## src/rtl/dmem_arbiter_if.sv

```systemverilog
// Bus bundle between the two requesters (fetch, load/store), the arbiter and
// the shared data memory port. The arbiter takes the slave view; the
// environment (requesters plus memory) takes the master view.
interface dmem_arbiter_if;
    logic        r0_req;
    logic        r1_req;
    logic        r0_we;
    logic        r1_we;
    logic [2:0]  r0_ctrl;
    logic [2:0]  r1_ctrl;
    logic [31:0] r0_addr;
    logic [31:0] r1_addr;
    logic [31:0] r0_wdata;
    logic [31:0] r1_wdata;
    logic        r0_gnt;
    logic        r1_gnt;
    logic        r0_done;
    logic        r1_done;
    logic [31:0] r0_rdata;
    logic [31:0] r1_rdata;
    logic        mem_valid;
    logic        mem_write;
    logic [2:0]  mem_ctrl;
    logic [31:0] mem_address;
    logic [31:0] mem_write_data;
    logic [31:0] mem_read_data;
    logic        mem_ack;
    logic        busy;
    logic        timeout_err;

    modport slave (
        input  r0_req, r1_req, r0_we, r1_we, r0_ctrl, r1_ctrl,
        input  r0_addr, r1_addr, r0_wdata, r1_wdata,
        output r0_gnt, r1_gnt, r0_done, r1_done, r0_rdata, r1_rdata,
        output mem_valid, mem_write, mem_ctrl, mem_address, mem_write_data,
        input  mem_read_data, mem_ack,
        output busy, timeout_err
    );

    modport master (
        output r0_req, r1_req, r0_we, r1_we, r0_ctrl, r1_ctrl,
        output r0_addr, r1_addr, r0_wdata, r1_wdata,
        input  r0_gnt, r1_gnt, r0_done, r1_done, r0_rdata, r1_rdata,
        input  mem_valid, mem_write, mem_ctrl, mem_address, mem_write_data,
        output mem_read_data, mem_ack,
        input  busy, timeout_err
    );
endinterface

```

## src/rtl/dmem_arbiter.sv

```systemverilog
// Two-requester arbiter for the single data_memory port of the multicycle
// core. Requester 0 is instruction fetch, requester 1 is load/store. Each
// transaction is arbitrated in IDLE, driven to memory in ACCESS until ack or
// timeout, and reported to its owner with a one-cycle done pulse in DONE.
module dmem_arbiter #(
    parameter int TIMEOUT   = 15,  // ACCESS cycles without ack before abort (1..255)
    parameter int PRIO_MODE = 0    // 0: round-robin, 1: requester 1 wins ties
) (
    input  logic          clk,
    input  logic          reset,
    dmem_arbiter_if.slave bus
);
    typedef enum logic [1:0] {
        IDLE   = 2'd0,
        ACCESS = 2'd1,
        DONE   = 2'd2
    } state_t;

    localparam logic [7:0] TIMEOUT_C    = 8'(TIMEOUT);
    localparam logic       PRIO_FIXED_C = (PRIO_MODE == 1);

    state_t      state_r;
    logic        owner_r;
    logic        last_owner_r;
    logic        mem_valid_r;
    logic        mem_write_r;
    logic        busy_r;
    logic        timeout_err_r;
    logic        r0_done_r;
    logic        r1_done_r;
    logic [2:0]  ctrl_r;
    logic [31:0] addr_r;
    logic [31:0] wdata_r;
    logic [31:0] r0_rdata_r;
    logic [31:0] r1_rdata_r;
    logic [7:0]  cnt_r;

    logic        any_req_s;
    logic        win_s;
    logic        win_we_s;
    logic [2:0]  win_ctrl_s;
    logic [31:0] win_addr_s;
    logic [31:0] win_wdata_s;
    logic        r0_gnt_s;
    logic        r1_gnt_s;
    logic        timed_out_s;

    // Choose the winner among live requests and steer its fields to the latch
    always_comb begin
        any_req_s = bus.r0_req | bus.r1_req;
        win_s     = 1'b0;
        if (bus.r0_req && bus.r1_req) begin
            if (PRIO_FIXED_C) begin
                win_s = 1'b1;
            end else begin
                win_s = ~last_owner_r;
            end
        end else if (bus.r1_req) begin
            win_s = 1'b1;
        end else begin
            win_s = 1'b0;
        end

        if (win_s) begin
            win_we_s    = bus.r1_we;
            win_ctrl_s  = bus.r1_ctrl;
            win_addr_s  = bus.r1_addr;
            win_wdata_s = bus.r1_wdata;
        end else begin
            win_we_s    = bus.r0_we;
            win_ctrl_s  = bus.r0_ctrl;
            win_addr_s  = bus.r0_addr;
            win_wdata_s = bus.r0_wdata;
        end

        // Grant is same-cycle and only ever given while idle
        r0_gnt_s    = (state_r == IDLE) && bus.r0_req && !win_s;
        r1_gnt_s    = (state_r == IDLE) && bus.r1_req && win_s;
        // This ACCESS cycle is the last one allowed without an ack
        timed_out_s = ((cnt_r + 8'd1) == TIMEOUT_C);
    end

    // Transaction FSM with registered memory-side and completion outputs
    always_ff @(posedge clk or negedge reset) begin
        if (!reset) begin
            state_r       <= IDLE;
            owner_r       <= 1'b0;
            last_owner_r  <= 1'b1;  // so requester 0 wins the first tie
            mem_valid_r   <= 1'b0;
            mem_write_r   <= 1'b0;
            busy_r        <= 1'b0;
            timeout_err_r <= 1'b0;
            r0_done_r     <= 1'b0;
            r1_done_r     <= 1'b0;
            ctrl_r        <= 3'd0;
            addr_r        <= 32'd0;
            wdata_r       <= 32'd0;
            r0_rdata_r    <= 32'd0;
            r1_rdata_r    <= 32'd0;
            cnt_r         <= 8'd0;
        end else begin
            case (state_r)
                IDLE: begin
                    if (any_req_s) begin
                        state_r     <= ACCESS;
                        owner_r     <= win_s;
                        ctrl_r      <= win_ctrl_s;
                        addr_r      <= win_addr_s;
                        wdata_r     <= win_wdata_s;
                        cnt_r       <= 8'd0;
                        mem_valid_r <= 1'b1;
                        mem_write_r <= win_we_s;
                        busy_r      <= 1'b1;
                    end else begin
                        state_r <= IDLE;
                    end
                end
                ACCESS: begin
                    cnt_r <= cnt_r + 8'd1;
                    if (bus.mem_ack) begin
                        // Ack beats a coincident timeout; stores leave rdata alone
                        if (!mem_write_r) begin
                            if (owner_r) begin
                                r1_rdata_r <= bus.mem_read_data;
                            end else begin
                                r0_rdata_r <= bus.mem_read_data;
                            end
                        end
                        state_r     <= DONE;
                        mem_valid_r <= 1'b0;
                        mem_write_r <= 1'b0;
                        r0_done_r   <= ~owner_r;
                        r1_done_r   <= owner_r;
                    end else if (timed_out_s) begin
                        timeout_err_r <= 1'b1;
                        if (owner_r) begin
                            r1_rdata_r <= 32'd0;
                        end else begin
                            r0_rdata_r <= 32'd0;
                        end
                        state_r     <= DONE;
                        mem_valid_r <= 1'b0;
                        mem_write_r <= 1'b0;
                        r0_done_r   <= ~owner_r;
                        r1_done_r   <= owner_r;
                    end else begin
                        state_r <= ACCESS;
                    end
                end
                DONE: begin
                    r0_done_r    <= 1'b0;
                    r1_done_r    <= 1'b0;
                    last_owner_r <= owner_r;
                    busy_r       <= 1'b0;
                    state_r      <= IDLE;
                end
                default: begin
                    state_r     <= IDLE;
                    mem_valid_r <= 1'b0;
                    mem_write_r <= 1'b0;
                    r0_done_r   <= 1'b0;
                    r1_done_r   <= 1'b0;
                    busy_r      <= 1'b0;
                end
            endcase
        end
    end

    assign bus.r0_gnt         = r0_gnt_s;
    assign bus.r1_gnt         = r1_gnt_s;
    assign bus.r0_done        = r0_done_r;
    assign bus.r1_done        = r1_done_r;
    assign bus.r0_rdata       = r0_rdata_r;
    assign bus.r1_rdata       = r1_rdata_r;
    assign bus.mem_valid      = mem_valid_r;
    assign bus.mem_write      = mem_write_r;
    assign bus.mem_ctrl       = ctrl_r;
    assign bus.mem_address    = addr_r;
    assign bus.mem_write_data = wdata_r;
    assign bus.busy           = busy_r;
    assign bus.timeout_err    = timeout_err_r;
endmodule

```

## src/flat_wrapper.sv

```systemverilog
// flat-port wrapper written by rule: the top's interface ports become plain ports
module dmem_arbiter_flat 
#(
    parameter int TIMEOUT   = 15,                                                    
    parameter int PRIO_MODE = 0                                               
)
  (clk, reset, bus_r0_req, bus_r1_req, bus_r0_we, bus_r1_we, bus_r0_ctrl, bus_r1_ctrl, bus_r0_addr, bus_r1_addr, bus_r0_wdata, bus_r1_wdata, bus_r0_gnt, bus_r1_gnt, bus_r0_done, bus_r1_done, bus_r0_rdata, bus_r1_rdata, bus_mem_valid, bus_mem_write, bus_mem_ctrl, bus_mem_address, bus_mem_write_data, bus_mem_read_data, bus_mem_ack, bus_busy, bus_timeout_err);
  dmem_arbiter_if bus_i ();
  input  logic clk;
  input  logic reset;
  input wire logic [$bits(bus_i.r0_req)-1:0] bus_r0_req;
  input wire logic [$bits(bus_i.r1_req)-1:0] bus_r1_req;
  input wire logic [$bits(bus_i.r0_we)-1:0] bus_r0_we;
  input wire logic [$bits(bus_i.r1_we)-1:0] bus_r1_we;
  input wire logic [$bits(bus_i.r0_ctrl)-1:0] bus_r0_ctrl;
  input wire logic [$bits(bus_i.r1_ctrl)-1:0] bus_r1_ctrl;
  input wire logic [$bits(bus_i.r0_addr)-1:0] bus_r0_addr;
  input wire logic [$bits(bus_i.r1_addr)-1:0] bus_r1_addr;
  input wire logic [$bits(bus_i.r0_wdata)-1:0] bus_r0_wdata;
  input wire logic [$bits(bus_i.r1_wdata)-1:0] bus_r1_wdata;
  output wire logic [$bits(bus_i.r0_gnt)-1:0] bus_r0_gnt;
  output wire logic [$bits(bus_i.r1_gnt)-1:0] bus_r1_gnt;
  output wire logic [$bits(bus_i.r0_done)-1:0] bus_r0_done;
  output wire logic [$bits(bus_i.r1_done)-1:0] bus_r1_done;
  output wire logic [$bits(bus_i.r0_rdata)-1:0] bus_r0_rdata;
  output wire logic [$bits(bus_i.r1_rdata)-1:0] bus_r1_rdata;
  output wire logic [$bits(bus_i.mem_valid)-1:0] bus_mem_valid;
  output wire logic [$bits(bus_i.mem_write)-1:0] bus_mem_write;
  output wire logic [$bits(bus_i.mem_ctrl)-1:0] bus_mem_ctrl;
  output wire logic [$bits(bus_i.mem_address)-1:0] bus_mem_address;
  output wire logic [$bits(bus_i.mem_write_data)-1:0] bus_mem_write_data;
  input wire logic [$bits(bus_i.mem_read_data)-1:0] bus_mem_read_data;
  input wire logic [$bits(bus_i.mem_ack)-1:0] bus_mem_ack;
  output wire logic [$bits(bus_i.busy)-1:0] bus_busy;
  output wire logic [$bits(bus_i.timeout_err)-1:0] bus_timeout_err;
  assign bus_i.r0_req = bus_r0_req;
  assign bus_i.r1_req = bus_r1_req;
  assign bus_i.r0_we = bus_r0_we;
  assign bus_i.r1_we = bus_r1_we;
  assign bus_i.r0_ctrl = bus_r0_ctrl;
  assign bus_i.r1_ctrl = bus_r1_ctrl;
  assign bus_i.r0_addr = bus_r0_addr;
  assign bus_i.r1_addr = bus_r1_addr;
  assign bus_i.r0_wdata = bus_r0_wdata;
  assign bus_i.r1_wdata = bus_r1_wdata;
  assign bus_r0_gnt = bus_i.r0_gnt;
  assign bus_r1_gnt = bus_i.r1_gnt;
  assign bus_r0_done = bus_i.r0_done;
  assign bus_r1_done = bus_i.r1_done;
  assign bus_r0_rdata = bus_i.r0_rdata;
  assign bus_r1_rdata = bus_i.r1_rdata;
  assign bus_mem_valid = bus_i.mem_valid;
  assign bus_mem_write = bus_i.mem_write;
  assign bus_mem_ctrl = bus_i.mem_ctrl;
  assign bus_mem_address = bus_i.mem_address;
  assign bus_mem_write_data = bus_i.mem_write_data;
  assign bus_i.mem_read_data = bus_mem_read_data;
  assign bus_i.mem_ack = bus_mem_ack;
  assign bus_busy = bus_i.busy;
  assign bus_timeout_err = bus_i.timeout_err;
  dmem_arbiter #(.TIMEOUT(TIMEOUT), .PRIO_MODE(PRIO_MODE)) u_core (.clk(clk), .reset(reset), .bus(bus_i));
endmodule
```

## config.mk

```make
export PLATFORM = sky130hd
export DESIGN_NAME = dmem_arbiter_flat
export DESIGN_NICKNAME = d
export VERILOG_FILES = /design/src/rtl/dmem_arbiter_if.sv /design/src/rtl/dmem_arbiter.sv /design/src/flat_wrapper.sv
export SDC_FILE = /design/constraint.sdc
export NUM_CORES = 1
export LEC_CHECK = 0
export BUFFER_PORTS_ARGS = -buffer_cell sky130_fd_sc_hd__buf_2
export CAP_MARGIN = 20
export CORE_ASPECT_RATIO = 0.9
export CORE_MARGIN = 2
export CORE_UTILIZATION = 45
export DETAILED_ROUTE_END_ITERATION = 16
export GPL_ROUTABILITY_DRIVEN = 0
export MAX_ROUTING_LAYER = met4
export PLACE_DENSITY = 0.85
export SYNTH_ARGS = -nofsm -noshare
export SYNTH_HDL_FRONTEND = slang
export SYNTH_SLANG_ARGS = --single-unit
```

## constraint.sdc

```tcl
create_clock -name clk -period 3.7 [get_ports clk]
set_input_delay 0.74 -clock clk [delete_from_list [all_inputs] [get_ports clk]]
set_output_delay 0.74 -clock clk [all_outputs]
set_load 0.01 [all_outputs]
```

Word level (Yosys, flattened, before mapping)
Cells that the tools add are included.

word-level totals
  bits in registers = 149
  bits in latches = 0
  RAM bits = 0
  bits in read-only memories = 0
  input port bits = 173
  output and inout port bits = 139
  logic and storage cells = 81
  memories kept = 0

operators by class
  add/subtract/negate cells = 1
  $mul = 0
  divide/modulo/power cells = 0
  order comparisons = 0
  equality and inequality tests = 6
  shift operators = 0
  muxes and demuxes = 35
  bitwise gates (word level) = 7
  reductions and logical operators = 17

operators by type and width
  kind                                                                     number
  32-bit two-way mux                                                       12
  8-bit one-hot mux with 2 select lines                                    1
  1-bit two-way mux                                                        12
  8-bit by 1-bit adder with 8-bit output, second input constant            1
  8-bit by 4-bit equality test with 1-bit output, second input constant    1
  8-bit two-way mux                                                        1
  2-bit AND reduction                                                      4
  4-bit AND reduction                                                      2
  1-bit inverter                                                           6
  1-bit one-hot mux with 2 select lines                                    3
  1-bit one-hot mux with 3 select lines                                    2
  3-bit AND reduction                                                      2
  1-bit logical AND                                                        5
  2-bit two-way mux                                                        2
  2-bit one-hot mux with 2 select lines                                    1
  2-bit nonzero test                                                       2
  3-bit two-way mux                                                        1
  3-bit by 2-bit inequality test with 1-bit output, second input constant  1
  2-bit by 1-bit equality test with 1-bit output, second input constant    1
  2-bit equality test, second input constant                               1
  2-bit zero test                                                          1
  2-bit by 1-bit inequality test with 1-bit output, second input constant  1
  2-bit inequality test, second input constant                             1
  1-bit zero test                                                          1
  1-bit OR                                                                 1

Longest topological paths before layout
Gate-level depths: netlist of run 1.

  word-level depth = 5
  gate-level depth with buffers = 7
  gate-level depth less buffers = 5

Worst setup path after synthesis of run 1
No wires, ideal clock.

  kind = input -> output
  start point = input bus_r1_req
  end point = output bus_r1_gnt
  data arrival time = 1,553 ps
  data required time = 2,960 ps
  slack = 1,407 ps
  stages = 4
  path buffers = 2
  cell sequence = a21boi_0 clkbuf_1 buf_2 and2_1

between the ends
  word-level cells in the longest chain between the ends = 3
  elaborated cells between the ends (all ways) = 5
  classes of those cells = mux (2); reduce/logical (3)

ends and longest elaborated chain
  item                                                    line                                    text
  start: declaration                                      flat_wrapper.sv:12                      input wire logic [$bits(bus_i.r1_req)-1:0] bus_r1_req;
  1-bit two-way mux or 1-bit logical AND (tied branches)  dmem_arbiter.sv:58, dmem_arbiter.sv:52
  1-bit two-way mux                                       dmem_arbiter.sv:52                      if (bus.r0_req && bus.r1_req) begin
  1-bit logical AND *                                     dmem_arbiter.sv:78                      r1_gnt_s = (state_r == IDLE) && bus.r1_req && win_s;
  end: declaration                                        flat_wrapper.sv:22                      output wire logic [$bits(bus_i.r1_gnt)-1:0] bus_r1_gnt;

Every way passes the cells marked *; elsewhere a longest branch is shown, timed or not.

Worst setup path after layout of run 1
  start point = register u_core.state_r[1]
  end point = output bus_r1_gnt

between the ends
  word-level cells in the longest chain between the ends = 3

ends and longest elaborated chain
  item                             line                 text
  start: declaration               dmem_arbiter.sv:22   state_t state_r;
  start signal: assignment         dmem_arbiter.sv:86   state_r <= IDLE;
  start signal: assignment         dmem_arbiter.sv:105  state_r <= ACCESS;
  start signal: assignment         dmem_arbiter.sv:115  state_r <= IDLE;
  2-bit zero test                  dmem_arbiter.sv:78
  1-bit logical AND (2 in series)  dmem_arbiter.sv:78

Every way passes these cells.

==> key figures, run 1 <==
Drt
  • Initial DRC Count: 572
  • Vias per cell: 5.27
  • Drt pass-1 iters: 5
  • Drt wl/cell: 16.3 microns
  • Vias: 6757
  • DRT antenna net count: 0
  • DRC: 0
  • Routed wire length: 20800 microns

Yosys
  • Yosys reg bits: 149
  • Post-synthesis compound-gate area fraction: 0.177
  • Distinct cells, synth: 43
  • Cell Area, Synth: 7260 sq um
  • Top FF cell, synth: dfrtp_1
  • Proportion of synthesized area in mux cells: 0.0967
  • Largest family of logic cells by synthesized area: compound AO/OA/AOI/OAI gates
  • Syn nets: 963
  • Sequential fraction of the synthesis area: 0.514
  • Synth Instances: 788
  • Asr flop ratio synth: 1.00
  • Simple-gate share of the synthesized area: 0.162
  • Top cell type's share of synthesized area: 0.510
  • Top cells by count, synth: 174 x nand2_1, 148 x dfrtp_1, 90 x o21ai_0, 69 x mux2i_1, 53 x o21ai_1
  • XOR/XNOR share of the synthesized area: 0.00362
  • Yosys warning total: 0
  • Ranking of synthesized cells by area: dfrtp_1 51%, mux2i_1 9.5%, nand2_1 9.0%, o21ai_0 6.2%, a41oi_1 3.9%
  • Most numerous cell in the Yosys netlist: nand2_1
  • Syn avg cell area: 9.22 sq um
  • Yosys top cell by area: dfrtp_1
  • Adder-cell share of the synthesized area: 0.00345
  • EDFF count, synth: 0

STA
  • Slew headroom: 0.538
  • RSZ-0062 raised after global routing: false
  • F_max: 0.400 GHz
  • Final critical-path required period: 2.50 ns
  • Max Slew Vio Count: 0
  • Period utilization: 0.675
  • Finish-stage setup viols: 0
  • Setup_tns: 0 ns
  • Setup Skew: 0.0160 ns
  • Pin slew with the least headroom to its limit: 0.693 ns
  • Hold WS: 0.235 ns
  • Hold Violations, Final: 0

Clocking
  • Worst skew pair latency: 0.42 ns
  • CTS root buf: clkbuf_16
  • Cts bufs inserted: 17
  • Post-CTS setup buffers: 0
  • Number of gates resized after CTS: 0
  • CTS Buffer Depth: 2
  • Post-CTS Hold Buffers: 0
  • Clock Sinks: 149
  • H-tree lvl count: 4
  • CTS tree: built
  • Clk slew on worst S/H paths: 0.06 ns

Pwr
  • Static Leak: 4.68 nW
  • Sw power: 0.00314 W
  • P_int: 0.00475 W
  • Flop pwr share: 0.372
  • Combinational power share: 0.411
  • Max VDD drop: 0.000422 V
  • PD cells: 826 nW/um^2
  • Clock share of power: 0.217
  • Switch share: 0.398

Worst setup path
  • Critical path capture point type: output pin
  • CP required: 2.96 ns
  • Worst setup SP type: register
  • Crit-path max FO: 14
  • Crit path DAT: 1.76 ns
  • R2R cell count: 5
  • Critical path type: register to output pin

Finish
  • Share of cells above drive strength 1: 0.339
  • Area grow syn2layout: 31.6%
  • # nets final: 1234

Floorplan
  • Row count: 44
  • Die Outline Area: 17200 sq um
  • Die Y: 125 microns
  • Initial Util: 0.455
  • Die width: 138 microns
  • # IOs: 312
  • Core area: 16000 sq um

Status
  • Status: completed

GRT
  • Largest net degree at the start of global routing: 114
  • Vias in the first global route: 6333
  • First-pass GRT wire length: 33200 microns
  • All-layer global routing usage: 0.254
  • GRT Residual Overflow: 0
  • Initial antenna violation count: 3

Place
  • HPWL Detailed: 14800 microns
  • Port-buffer cells: 311

Flow run
  • Max Cap Violations: 0

Hold path
  • Worst hold path type: input pin to asynchronous set/reset pin
-- flip-flops by register name (all words and copies together), names as in the netlist --
name	count
u_core.bus.mem_valid	1
u_core.bus.mem_write	1
u_core.bus.r1_rdata	32
u_core.owner_r	1
u_core.bus.r1_done	1
u_core.bus.mem_write_data	32
u_core.bus.busy	1
u_core.cnt_r	8
u_core.bus.mem_address	32
u_core.last_owner_r	1
u_core.bus.timeout_err	1
u_core.bus.r0_done	1
u_core.bus.r0_rdata	32
u_core.state_r	2
u_core.bus.mem_ctrl	3
-- per-layer routing --
| layer | vias up | global-route usage | share of wire |
|---|---|---|---|
| met1 | 3195 | 0.343 | 0.44 |
| met3 | 27 | 0.0712 | 0.064 |
| met2 | 225 | 0.381 | 0.48 |
| met4 | 0 | 0.0630 | 0.017 |
| met5 | - | - | 0 |
| li1 | 3310 | - | - |
-- cell families (layout without fill, tap and decap cells) --
family                   after synthesis  after routing
flip-flops                           149            149
adder cells (fa/ha/maj)                2              2
buffers and inverters                 74            358
other                                  0              2
AND/OR/NAND/NOR                      266            266
multiplexers                          70             70
AO/OA/AOI/OAI                        224            224
XOR/XNOR                               3              3
-- power groups by stage --
stage                     Sequential (W)  Combinational (W)  Clock, W
after global routing             0.00305            0.00364   0.00182
after global placement           0.00291            0.00316         0
final                            0.00294            0.00324   0.00171
after floorplan                  0.00310            0.00178         0
after detailed placement         0.00294            0.00328         0
after CTS                        0.00293            0.00328   0.00174
-- cell usage in the layout, fill, tap and decap left out, types with 2 or more instances in the layout --
master / instances
xnor2_1: 2
o21a_1: 2
or2_2: 2
and3_1: 2
diode_2: 2
nand4_1: 2
dfrtp_1: 147
o21bai_1: 2
buf_12: 3
nand3_1: 3
ha_1: 2
clkbuf_16: 17
a41oi_1: 32
o21ai_0: 90
bufinv_16: 2
mux2i_1: 69
buf_2: 310
buf_4: 7
nor3_1: 33
o21ai_1: 53
clkinvlp_4: 4
o31ai_1: 2
nor2b_1: 33
a21oi_1: 33
clkinv_2: 4
nand2b_1: 3
nor2_1: 8
inv_1: 4
clkbuf_8: 2
nand2_1: 173
-- layout make-up --
type	instances	area [sq um]
clock buffers	20	457
multi-input cells	565	3260
fillers	1384	6410
inverters	4	15.0
flip-flops and latches	149	3730
clock inverters	12	128
repair buffers	322	1700
well taps	207	259
diodes	2	5.00
-- worst paths after layout --
| check | from | to | slack [ns] |
|---|---|---|---|
| worst max-delay path | u_core.state_r[1] | bus_r1_gnt | 1.20 |
| worst min-delay path | reset | u_core.bus.r1_rdata[14] | 0.24 |
| worst max register to register | u_core.state_r[1] | u_core.bus.r0_rdata[15] | 1.29 |
| worst min register to register | u_core.bus.mem_address[25] | u_core.bus.mem_address[25] | 0.47 |
| max in group asynchronous | reset | u_core.bus.mem_address[14] | 2.45 |
| min in group clk | u_core.bus.mem_address[25] | u_core.bus.mem_address[25] | 0.47 |
-- critical path, cell delays in order, from the launching register on --
cell     delay [ns]
dfrtp_1        0.51
nor2_1         0.41
and2_1         0.27
buf_2          0.16
-- metrics by stage --
| step | util | cells | instance area (sq um) | total power, W | setup slack [ns] |
|---|---|---|---|---|---|
| 4_1_cts | 0.596 | 1278 | 9520 | 0.00795 | 1.15 |
| 3_5_place_dp | 0.560 | 1246 | 8940 | 0.00622 | 1.22 |
| 6_report | 0.599 | 1281 | 9560 | 0.00789 | 1.20 |
| 3_3_place_gp | 0.560 | 1246 | 8940 | 0.00607 | 1.29 |
| 5_1_grt | 0.599 | 1281 | 9560 | 0.00851 | 1.04 |
| 2_1_floorplan | - | 788 | 7260 | 0.00489 | 1.41 |
Note: power is estimated with default switching activity, not from simulation.
==> inputs of run 2 (changes only) <==
==> constraint.sdc (replaced) <==
create_clock -name clk -period 2.5 [get_ports clk]
set_input_delay 0.5 -clock clk [delete_from_list [all_inputs] [get_ports clk]]
set_output_delay 0.5 -clock clk [all_outputs]
set_load 0.01 [all_outputs]
==> key figures, run 2 (same netlist as run 1, synthesis figures left out) <==
Clocking
  • CTS Buffer Depth: 2 (unchanged)
  • Post-CTS Hold Buffers: 0 (unchanged)
  • CTS root buf: clkbuf_16
  • Clock Sinks: 149 (unchanged)
  • Post-CTS setup buffers: 0 (unchanged)
  • Worst skew pair latency: 0.42 ns (about the same)
  • H-tree lvl count: 4 (unchanged)
  • Clk slew on worst S/H paths: 0.06 ns (about the same)
  • Number of gates resized after CTS: 0 (unchanged)
  • CTS tree: built
  • Cts bufs inserted: 17 (unchanged)

Worst setup path
  • Critical path capture point type: output pin
  • Critical path type: register to output pin
  • CP required: 2.00 ns (-0.96 ns)
  • Crit path DAT: 1.74 ns (-0.02 ns)
  • Worst setup SP type: register
  • Crit-path max FO: 14 (unchanged)

GRT
  • Vias in the first global route: 6629 (+4.7%)
  • All-layer global routing usage: 0.263 (+0.00848)
  • First-pass GRT wire length: 34400 microns (+3.6%)
  • Largest net degree at the start of global routing: 97 (-15%)
  • Initial antenna violation count: 3 (unchanged)
  • GRT Residual Overflow: 0 (unchanged)

Drt
  • Routed wire length: 21100 microns (+1.4%)
  • DRC: 0 (unchanged)
  • Vias: 6870 (+1.7%)
  • DRT antenna net count: 0 (unchanged)
  • Drt pass-1 iters: 5 (unchanged)
  • Drt wl/cell: 16.4 microns (+1.2%)
  • Initial DRC Count: 505 (-12%)
  • Vias per cell: 5.35 (+1.4%)

STA
  • Pin slew with the least headroom to its limit: 0.631 ns (-0.0614 ns)
  • Hold Violations, Final: 0 (unchanged)
  • RSZ-0062 raised after global routing: false
  • Period utilization: 0.895
  • Final critical-path required period: 2.24 ns
  • Max Slew Vio Count: 0 (unchanged)
  • Setup Skew: 0.0102 ns (-0.00589 ns)
  • Slew headroom: 0.574 (+0.0355)
  • Finish-stage setup viols: 0 (unchanged)
  • F_max: 0.447 GHz
  • Setup ws final: 0.263 ns (-0.939 ns)
  • Setup_tns: 0 ns (unchanged)

Floorplan
  • Die Outline Area: 17200 sq um (unchanged)
  • Die width: 138 microns (unchanged)
  • Die Y: 125 microns (unchanged)
  • # IOs: 312 (unchanged)
  • Row count: 44 (unchanged)
  • Core area: 16000 sq um (unchanged)
  • Initial Util: 0.455 (unchanged)

Place
  • Port-buffer cells: 311 (unchanged)
  • Place WS: 0.420 ns (-0.805 ns)
  • Placed cells: 1251 (+0.40%)
  • HPWL Detailed: 15200 microns (+2.9%)

Pwr
  • PD cells: 1220 nW/um^2 (+48%)
  • Max VDD drop: 0.000723 V (+71%)
  • Static Leak: 4.71 nW (+0.82%)

Finish
  • Most frequent cells in the layout: 310 x buf_2, 173 x nand2_1, 147 x dfrtp_1, 90 x o21ai_0, 69 x mux2i_1
  • # nets final: 1238 (+0.32%)
  • Share of cells above drive strength 1: 0.341 (+0.00278)
  • Most common cell after layout, fill and taps aside: buf_2
  • Fill cell count: 1348 (-2.6%)
  • Area grow syn2layout: 32.8%
  • Final Non-Filler Cells: 1284 (+0.23%)

Flow run
  • Max Cap Violations: 0 (unchanged)

Hold path
  • Worst hold path type: input pin to asynchronous set/reset pin

Status
  • Status: completed
==> run 2: cell types whose count changed in the layout (fill, tap and decap cells not counted), sizes merged <==
cell      before  now
buf          322  326
clkbuf        20   18
inv            5    7
clkinvlp       4    3
==> run 2: worst max-delay path, stage by stage, from the launching register on <==
cell and delay, ns:
dfrtp_1 0.49, nor2_1 0.43, and2_1 0.24, buf_2 0.16
==> run 2: per-stage QoR <==
step,total power (W),hold slack [ns],area (sq um),utilization
floorplan,0.00723,0.204,7260,-
global placement,0.00906,0.457,9050,0.567
detailed placement,0.00930,0.465,9050,0.567
CTS,0.0119,0.0786,9640,0.604
global route,0.0127,0.0950,9640,0.604
finish,0.0118,0.0631,9640,0.604
==> run 2: final cells by class <==
class / count / area, sq um / area share
Tap cell: 207 / 259 / 0.0269
Timing Repair Buffer: 326 / 1790 / 0.185
Clock buffer: 18 / 439 / 0.0455
Sequential cell: 149 / 3730 / 0.387
Antenna cell: 2 / 5.00 / 0.000519
Clock inverter: 13 / 149 / 0.0154
Multi-Input combinational cell: 565 / 3260 / 0.338
Inverter: 4 / 15.0 / 0.00156
==> run 2: metal layers <==
layer | up-vias | global-route usage | share of wire
met1 | 3318 | 0.339 | 0.42
met5 | - | - | 0
met3 | 28 | 0.0659 | 0.064
met4 | 0 | 0.0792 | 0.019
li1 | 3294 | - | -
met2 | 230 | 0.409 | 0.50
==> run 2: path summary, 6_finish.rpt <==
path                       slack, ns  cells past startpoint                       start                            to
setup / recovery                0.26                      3           u_core.state_r[1]                    bus_r1_gnt
hold / removal                  0.06                      1                       reset       u_core.bus.r1_rdata[14]
setup reg to reg                0.42                      5           u_core.state_r[1]       u_core.bus.r1_rdata[31]
hold reg to reg                 0.47                      2  u_core.bus.mem_address[23]    u_core.bus.mem_address[23]
max in group asynchronous       1.76                      2                       reset     u_core.bus.mem_address[5]
min in group clk                0.37                      3             bus_r0_wdata[2]  u_core.bus.mem_write_data[2]
==> run 2: where the power goes <==
group / leakage, nW / total, W / internal [W] / switching [W]
Sequential: 1.67 / 0.00427 / 0.00349 / 0.000781
Clock: 0.279 / 0.00254 / 0.00150 / 0.00104
Combinational: 2.76 / 0.00498 / 0.00209 / 0.00289
